===== src/rtl/packet_sink_node_if.sv =====
// rtl/packet_sink_node_if.sv - flit link and PE packet delivery signals of the sink node
interface packet_sink_node_if #(
  parameter int FLIT_W = 32
);
  logic [FLIT_W-1:0]   flit_din;
  logic                flit_valid_din;
  logic                credit_dout;
  logic [5*FLIT_W-1:0] packet_dout;
  logic                packet_valid_dout;
  logic                packet_ack_din;
  logic                dest_error_dout;
  logic [31:0]         packet_count_dout;
  logic [31:0]         drop_count_dout;
  logic                overflow_dout;

  modport slave (
    input  flit_din, flit_valid_din, packet_ack_din,
    output credit_dout, packet_dout, packet_valid_dout, dest_error_dout,
           packet_count_dout, drop_count_dout, overflow_dout
  );

  modport master (
    output flit_din, flit_valid_din, packet_ack_din,
    input  credit_dout, packet_dout, packet_valid_dout, dest_error_dout,
           packet_count_dout, drop_count_dout, overflow_dout
  );
endinterface


===== src/rtl/packet_sink_node.sv =====
// rtl/packet_sink_node.sv - credit-flow flit receiver reassembling 5-flit packets for the local PE
module packet_sink_node #(
  parameter int X_LOCAL    = 2,
  parameter int Y_LOCAL    = 2,
  parameter int FIFO_DEPTH = 8,
  parameter int FLIT_W     = 32
) (
  input  logic                  clk,
  input  logic                  reset,
  packet_sink_node_if.slave     link
);

  localparam int AW = $clog2(FIFO_DEPTH);
  localparam logic [2:0] X_ID = 3'(X_LOCAL);
  localparam logic [2:0] Y_ID = 3'(Y_LOCAL);

  typedef enum logic [1:0] {
    S_IDLE,
    S_BODY,
    S_HOLD
  } state_t;

  logic [FLIT_W-1:0] mem_q [FIFO_DEPTH];
  logic [AW:0]       wr_ptr_q, wr_ptr_d;
  logic [AW:0]       rd_ptr_q, rd_ptr_d;
  logic              fifo_empty, fifo_full;
  logic              push, pop;
  logic [FLIT_W-1:0] head_flit;

  state_t            state_q, state_d;
  logic [2:0]        idx_q, idx_d;
  logic [FLIT_W-1:0] word_q [5];
  logic [FLIT_W-1:0] word_d [5];
  logic              valid_q, valid_d;
  logic              derr_q, derr_d;
  logic [31:0]       pkt_cnt_q, pkt_cnt_d;
  logic [31:0]       drop_cnt_q, drop_cnt_d;
  logic              overflow_q, overflow_d;
  logic              credit_q;

  // The extra pointer MSB separates full (MSBs differ) from empty (pointers equal).
  assign fifo_empty = (wr_ptr_q == rd_ptr_q);
  assign fifo_full  = (wr_ptr_q[AW] != rd_ptr_q[AW]) &&
                      (wr_ptr_q[AW-1:0] == rd_ptr_q[AW-1:0]);
  assign push       = link.flit_valid_din && !fifo_full;
  assign pop        = !fifo_empty && ((state_q == S_IDLE) || (state_q == S_BODY));
  assign head_flit  = mem_q[rd_ptr_q[AW-1:0]];

  assign wr_ptr_d   = push ? wr_ptr_q + 1'b1 : wr_ptr_q;
  assign rd_ptr_d   = pop  ? rd_ptr_q + 1'b1 : rd_ptr_q;
  assign overflow_d = overflow_q | (link.flit_valid_din & fifo_full);

  always_ff @(posedge clk) begin
    if (push) begin
      mem_q[wr_ptr_q[AW-1:0]] <= link.flit_din;
    end
  end

  always_comb begin
    state_d    = state_q;
    idx_d      = idx_q;
    word_d     = word_q;
    valid_d    = valid_q;
    derr_d     = derr_q;
    pkt_cnt_d  = pkt_cnt_q;
    drop_cnt_d = drop_cnt_q;
    case (state_q)
      S_IDLE: begin
        if (pop) begin
          if (head_flit[31:30] == 2'b10) begin
            word_d[0] = head_flit;
            idx_d     = 3'd1;
            state_d   = S_BODY;
          end else begin
            drop_cnt_d = drop_cnt_q + 32'd1;
          end
        end
      end
      S_BODY: begin
        // Body flits are taken on count alone; their type field is not inspected.
        if (pop) begin
          word_d[idx_q] = head_flit;
          if (idx_q == 3'd4) begin
            state_d   = S_HOLD;
            valid_d   = 1'b1;
            derr_d    = (word_q[0][29:27] != X_ID) || (word_q[0][26:24] != Y_ID);
            pkt_cnt_d = pkt_cnt_q + 32'd1;
          end else begin
            idx_d = idx_q + 3'd1;
          end
        end
      end
      S_HOLD: begin
        if (link.packet_ack_din) begin
          valid_d = 1'b0;
          state_d = S_IDLE;
        end
      end
      default: begin
        state_d = S_IDLE;
      end
    endcase
  end

  always_ff @(posedge clk or negedge reset) begin
    if (!reset) begin
      wr_ptr_q   <= '0;
      rd_ptr_q   <= '0;
      state_q    <= S_IDLE;
      idx_q      <= 3'd0;
      for (int i = 0; i < 5; i++) begin
        word_q[i] <= '0;
      end
      valid_q    <= 1'b0;
      derr_q     <= 1'b0;
      pkt_cnt_q  <= '0;
      drop_cnt_q <= '0;
      overflow_q <= 1'b0;
      credit_q   <= 1'b0;
    end else begin
      wr_ptr_q   <= wr_ptr_d;
      rd_ptr_q   <= rd_ptr_d;
      state_q    <= state_d;
      idx_q      <= idx_d;
      word_q     <= word_d;
      valid_q    <= valid_d;
      derr_q     <= derr_d;
      pkt_cnt_q  <= pkt_cnt_d;
      drop_cnt_q <= drop_cnt_d;
      overflow_q <= overflow_d;
      credit_q   <= pop;
    end
  end

  assign link.credit_dout       = credit_q;
  assign link.packet_dout       = {word_q[4], word_q[3], word_q[2], word_q[1], word_q[0]};
  assign link.packet_valid_dout = valid_q;
  assign link.dest_error_dout   = derr_q;
  assign link.packet_count_dout = pkt_cnt_q;
  assign link.drop_count_dout   = drop_cnt_q;
  assign link.overflow_dout     = overflow_q;

endmodule


===== src/flat_wrapper.sv =====
// flat-port wrapper written by rule: the top's interface ports become plain ports
module packet_sink_node_flat 
#(
  parameter int X_LOCAL    = 2,
  parameter int Y_LOCAL    = 2,
  parameter int FIFO_DEPTH = 8,
  parameter int FLIT_W     = 32
)
  (clk, reset, link_flit_din, link_flit_valid_din, link_packet_ack_din, link_credit_dout, link_packet_dout, link_packet_valid_dout, link_dest_error_dout, link_packet_count_dout, link_drop_count_dout, link_overflow_dout);
  packet_sink_node_if #(.FLIT_W(FLIT_W)) link_i ();
  input  logic clk;
  input  logic reset;
  input wire logic [$bits(link_i.flit_din)-1:0] link_flit_din;
  input wire logic [$bits(link_i.flit_valid_din)-1:0] link_flit_valid_din;
  input wire logic [$bits(link_i.packet_ack_din)-1:0] link_packet_ack_din;
  output wire logic [$bits(link_i.credit_dout)-1:0] link_credit_dout;
  output wire logic [$bits(link_i.packet_dout)-1:0] link_packet_dout;
  output wire logic [$bits(link_i.packet_valid_dout)-1:0] link_packet_valid_dout;
  output wire logic [$bits(link_i.dest_error_dout)-1:0] link_dest_error_dout;
  output wire logic [$bits(link_i.packet_count_dout)-1:0] link_packet_count_dout;
  output wire logic [$bits(link_i.drop_count_dout)-1:0] link_drop_count_dout;
  output wire logic [$bits(link_i.overflow_dout)-1:0] link_overflow_dout;
  assign link_i.flit_din = link_flit_din;
  assign link_i.flit_valid_din = link_flit_valid_din;
  assign link_i.packet_ack_din = link_packet_ack_din;
  assign link_credit_dout = link_i.credit_dout;
  assign link_packet_dout = link_i.packet_dout;
  assign link_packet_valid_dout = link_i.packet_valid_dout;
  assign link_dest_error_dout = link_i.dest_error_dout;
  assign link_packet_count_dout = link_i.packet_count_dout;
  assign link_drop_count_dout = link_i.drop_count_dout;
  assign link_overflow_dout = link_i.overflow_dout;
  packet_sink_node #(.X_LOCAL(X_LOCAL), .Y_LOCAL(Y_LOCAL), .FIFO_DEPTH(FIFO_DEPTH), .FLIT_W(FLIT_W)) u_core (.clk(clk), .reset(reset), .link(link_i));
endmodule

===== config.mk =====
export PLATFORM = sky130hd
export DESIGN_NAME = packet_sink_node_flat
export DESIGN_NICKNAME = d
export VERILOG_FILES = /design/src/rtl/packet_sink_node_if.sv /design/src/rtl/packet_sink_node.sv /design/src/flat_wrapper.sv
export SDC_FILE = /design/constraint.sdc
export NUM_CORES = 1
export LEC_CHECK = 0
export CAP_MARGIN = 10
export CORE_MARGIN = 2
export CORE_UTILIZATION = 59
export CTS_CLUSTER_SIZE = 25
export DETAILED_ROUTE_END_ITERATION = 16
export PLACE_DENSITY = 0.85
export SLEW_MARGIN = 20
export SYNTH_ARGS = -nofsm -noshare
export SYNTH_HDL_FRONTEND = slang
export SYNTH_SLANG_ARGS = --single-unit

===== constraint.sdc =====
create_clock -name clk -period 9.12 [get_ports clk]
set_clock_uncertainty 0.05 [all_clocks]
set_input_delay 2.736 -clock clk [delete_from_list [all_inputs] [get_ports clk]]
set_output_delay 2.736 -clock clk [all_outputs]
set_load 0.005 [all_outputs]

**Word-level counts from Yosys, hierarchy flattened**

Memory sizes are Yosys's and may differ from the RTL's.
Index checks and enable logic that the tools add are counted.
Widths: inputs -> output; s select.

- Add/sub/neg operators: 5
- Multiply operators: 0
- Div/mod/pow operators: 0
- Order comparisons: 2
- Equality and inequality tests: 15
- Shifts and indexed selects: 0
- Mux-type cells: 24
- Bitwise gates (word level): 4
- Reduce and logical (&&, ||, !) cells: 18

Operator list:

| cell | number |
|---|---|
| $bwmux 160 | 1 |
| $mux 160 | 1 |
| $demux 32 s3 | 1 |
| $mux 32 | 3 |
| $add 32x1->32 const B | 2 |
| $pmux 32 s2 | 1 |
| $mux 3 | 4 |
| $mux 2 | 5 |
| $reduce_and 5->1 | 2 |
| $add 4x1->4 const B | 2 |
| $ne 2x2->1 const B | 4 |
| $reduce_and 4->1 | 2 |
| $ne 3x2->1 const B | 2 |
| $pmux 2 s3 | 1 |
| $pmux 3 s2 | 1 |
| $reduce_and 3->1 | 2 |
| $mux 1 | 5 |
| $eq 2x2->1 const B | 2 |
| $eq 4x4->1 | 1 |
| $ge 4x4->1 const B | 1 |
| $logic_and 1x1->1 | 4 |
| $lt 4x1->1 const B | 1 |
| $ne 2x1->1 const B | 2 |
| $not 3->4 | 1 |
| other kinds (14) | 17 |

- Register bits after elaboration: 241
- Bits in latches: 0
- Memory bits (writable): 256
- Memory bits (read-only): 0
- Output and inout bits: 228
- Logic and storage cells: 84
- Memories kept: 1

Memories:

| memory | depth | bits a word | read ports | clocked after memory_dff | write ports | RTL line | RTL |
|---|---|---|---|---|---|---|---|
| u_core.mem_q | 8 | 32 | 1 | 0 | 1 | packet_sink_node.sv:23 | `logic [FLIT_W-1:0] mem_q [FIFO_DEPTH];` |

**Depth between registers and ports, before layout**

- Depth after elaboration: 8
- Gate-level depth with buffers: 9
- Gate-level depth less buffers: 7

**Worst setup path before layout**

OpenSTA, ideal clock, no wires.

- Path type: input -> register
- From: input port link_flit_valid_din
- To: memory u_core.mem_q[0][0], enable pin
- Arrival time: 5.295 ns
- Slack: 3.314 ns
- Stages: 3
- Buffers on the path: 0
- Path through: o41a_1 -> nand2b_1 -> nor3_1

- Longest elaborated chain between the ends: 3

Ends and longest elaborated chain:

| element | RTL line | RTL |
|---|---|---|
| from (decl) | flat_wrapper.sv:14 | `input wire logic [$bits(link_i.flit_valid_din)-1:0] link_flit_valid_din;` |
| $logic_and 1x1->1 | packet_sink_node.sv:45 | `assign push = link.flit_valid_din && !fifo_full;` |
| $mux 1 | packet_sink_node.sv:54 | `if (push) begin` |
| $mux 1 (implied by the code) | packet_sink_node.sv:55 | `mem_q[wr_ptr_q[AW-1:0]] <= link.flit_din;` |
| to (decl) | packet_sink_node.sv:23 |  |

Every way passes these cells.

**Final worst setup path**

- From: input port link_flit_valid_din
- To: memory u_core.mem_q[1][2], enable pin

Same word-level chain as after synthesis.

==> impl_metrics.py <==
metrics = {
    "route": {
        "totalWireLength_mm": 49.0,
        "drt-pass1-iter-count": 5,
        "drc": 0,
        "viasPerCell": 5.95,
        "drtIter0Drc": 1197,
        "vias": 12200,
        "final_antenna_net_count": 0,
        "avgRoutedWirePerCell_um": 23.9,
    },
    "critical_path": {
        "crit_type": "input pin to flip-flop",
        "startpoint_type": "input pin",
        "crit_chain": "clkdlybuf4s50_1 -> o41a_1 -> nand2b_1 -> nor2_4 -> buf_16",
        "crit_arrival_ns": 4.68,
        "cpPeakStageDelay_ns": 0.62,
        "worst_ep_required_time_ns": 9.32,
        "worst_path_max_delay_cell": "nor2_4",
        "crit_fanout": 17,
        "end_kind": "flip-flop",
        "critPathBufInv": 2,
        "crit_family": "simple AND/OR/NAND/NOR gates",
    },
    "flow_run": {
        "maxCapViolations": 0,
    },
    "placement": {
        "hpwl_mm": 30.3,
        "gp_congestion": 0.847,
        "placed_cells": 1952,
        "portBuffers": 263,
        "pre_cts_ws_ns": 3.93,
    },
    "synth": {
        "avgSynthCellArea_sq_um": 14.9,
        "syn-cell-area_sq_mm": 0.0193,
        "synth_seq_cells": 497,
        "async_flop_share_pct": 48.5,
        "synthCells": 1300,
        "synth_edf_count": 256,
        "ys_types": 49,
        "synth_flop_cell": "edfxtp_1",
        "yosys_warnings": 0,
        "seq_area_frac_synth_pct": 70.9,
        "synth.net_count": 1342,
    },
    "sta": {
        "setup_viol": 0,
        "rsz0062_at_grt": "false",
        "tightest_slew_ns": 1.05,
        "finalCriticalPeriod_ns": 4.48,
        "final-hold-violation-count": 0,
        "relSlewSlack_pct": 30.0,
        "fmax_mhz": 223,
        "min_period_over_period_pct": 49.1,
        "setup_tns_ns": 0,
        "worst_slack_ns": 4.64,
        "slew_viol_final": 0,
    },
    "die": {
        "die_x_um": 185,
        "die_area_sq_mm": 0.0343,
        "core_area_sq_mm": 0.0324,
        "start_util_pct": 59.8,
        "die_h_um": 185,
        "ios": 264,
        "rows": 66,
    },
    "clocking": {
        "clk_pin_slew_ns": 0.06,
        "cts_made_buffers": 48,
        "htree_num_levels": 2,
        "cts_tree": "yes",
        "clock_path_buffers": 3,
        "cts-root-buf": "clkbuf_16",
        "ctsResizeCount": 0,
        "ctsHoldBuffers": 0,
        "worstSkewPairLatency_ns": 0.55,
        "cts_setup_buffers": 0,
        "cts.sinks": 497,
    },
    "outcome": {
        "status": "completed",
    },
    "power": {
        "leakage_nw": 9.19,
        "powerDensity_mw_per_mm2": 347,
        "ir_worst_vdd_mv": 0.204,
    },
    "worst_hold_path": {
        "hold_class": "flip-flop to flip-flop",
    },
    "finish": {
        "final_cell_mix": "262 x clkdlybuf4s50_1, 256 x edfxtp_1, 238 x dfrtp_1",
        "fin_nets": 1608,
        "areaGrowthSynthToFinish_pct": 24.6,
        "stdcell_count": 2049,
        "final_common_cell": "clkdlybuf4s50_1",
        "drive_gt1_share_pct": 13.1,
    },
    "global_route": {
        "globalRouteOverflowTotal": 0,
        "antenna_found_initial": 1,
        "track_usage_pct": 29.1,
        "grt_pass1_wl_mm": 74.6,
        "grt_pass1_vias": 12500,
        "grt_max_degree": 156,
    },
}
logic make-up after synthesis:
| family | share of synthesized area (%) |
|---|---|
| DFF | 70.9 |
| and+or+nand+nor | 7.01 |
| xor gates and xnor gates | 3.31 |
| buffers and inverters | 2.48 |
| AOI/OAI and AO/OA | 6.36 |
| muxes | 9.53 |
| adders and majority gates | 0.388 |
worst paths after layout:
path	start	to	slack (ns)	depth (start not counted)
worst max-delay path	link_flit_valid_din	u_core.mem_q[1][2]	4.64	5
worst min register to register	u_core.link.packet_valid_dout	u_core.link.packet_valid_dout	0.43	1
max in group asynchronous	reset	u_core.rd_ptr_q[0]	5.60	2
worst max register to register	u_core.rd_ptr_q[0]	u_core.link.packet_dout[39]	4.87	8
min in group asynchronous	reset	u_core.link.packet_dout[149]	2.11	1
worst min-delay path	u_core.link.packet_valid_dout	u_core.link.packet_valid_dout	0.43	1
through the flow:
step / area (sq um) / util [%] / total power [mW] / hold WS [ns]
6_report: 24100 / 74.5 / 8.37 / 0.426
4_1_cts: 24000 / 74.0 / 8.36 / 0.428
2_1_floorplan: 19300 / - / 4.91 / 0.409
3_5_place_dp: 22400 / 69.3 / 6.39 / 0.410
5_1_grt: 24100 / 74.5 / 8.80 / 0.452
3_3_place_gp: 22400 / 69.3 / 6.25 / 0.405
area by class of cell:
| cell class | count | area [sq um] |
|---|---|---|
| clock inverter | 24 | 228 |
| antenna | 2 | 5.00 |
| multi-input combinational | 688 | 5220 |
| sequential | 497 | 13700 |
| timing repair buffer | 282 | 2890 |
| fill | 1951 | 8260 |
| tap | 442 | 553 |
| clock buffer | 65 | 1310 |
| inverter | 49 | 184 |
worst register-to-register path, cell delays in order, from the launching register on:
cell and delay (ns):
dfrtp_4 0.77, buf_4 0.76, xor2_1 0.31, o41ai_4 0.32, buf_4 0.41, inv_2 0.25, nand4_1 0.38, buf_4 0.58
o21ai_0 0.26
synth_stat cells, types with 15 or more instances:
master,n,area (sq um)
mux4_2,64,1440
buf_2,21,105
nand3_1,15,75.1
xor2_1,41,359
nand4_1,26,163
o21ai_0,96,480
inv_1,48,180
mux2_2,34,383
o31ai_1,33,248
clkbuf_1,36,135
dfrtp_1,241,6030
xnor2_1,32,280
edfxtp_1,256,7690
a21oi_1,66,330
nand2_1,95,357
nor2_1,100,375
nor3_1,24,120
power by group:
group | switching, mW | internal [mW]
Sequential | 0.413 | 2.96
Combinational | 1.69 | 1.38
Clock | 0.831 | 1.09
Total | 2.94 | 5.43
sequential cells by signal, summed over array words and instances, names as in the netlist:
register,cells
u_core.link.packet_dout,160
u_core.link.dest_error_dout,1
u_core.state_q,2
u_core.link.drop_count_dout,32
u_core.link.overflow_dout,1
u_core.idx_q,3
u_core.mem_q,256
u_core.link.packet_count_dout,32
u_core.link.packet_valid_dout,1
u_core.rd_ptr_q,4
u_core.link.credit_dout,1
u_core.wr_ptr_q,4
per-layer routing:
layer | GRT usage (%) | up-vias | part of all wire (%)
li1 | - | 5298 | -
met1 | 39.0 | 6166 | 38
met2 | 48.0 | 609 | 50
met3 | 6.04 | 114 | 8.6
met4 | 10.4 | 0 | 3.5
met5 | 0 | - | 0
(Power assumes the default switching activity.)
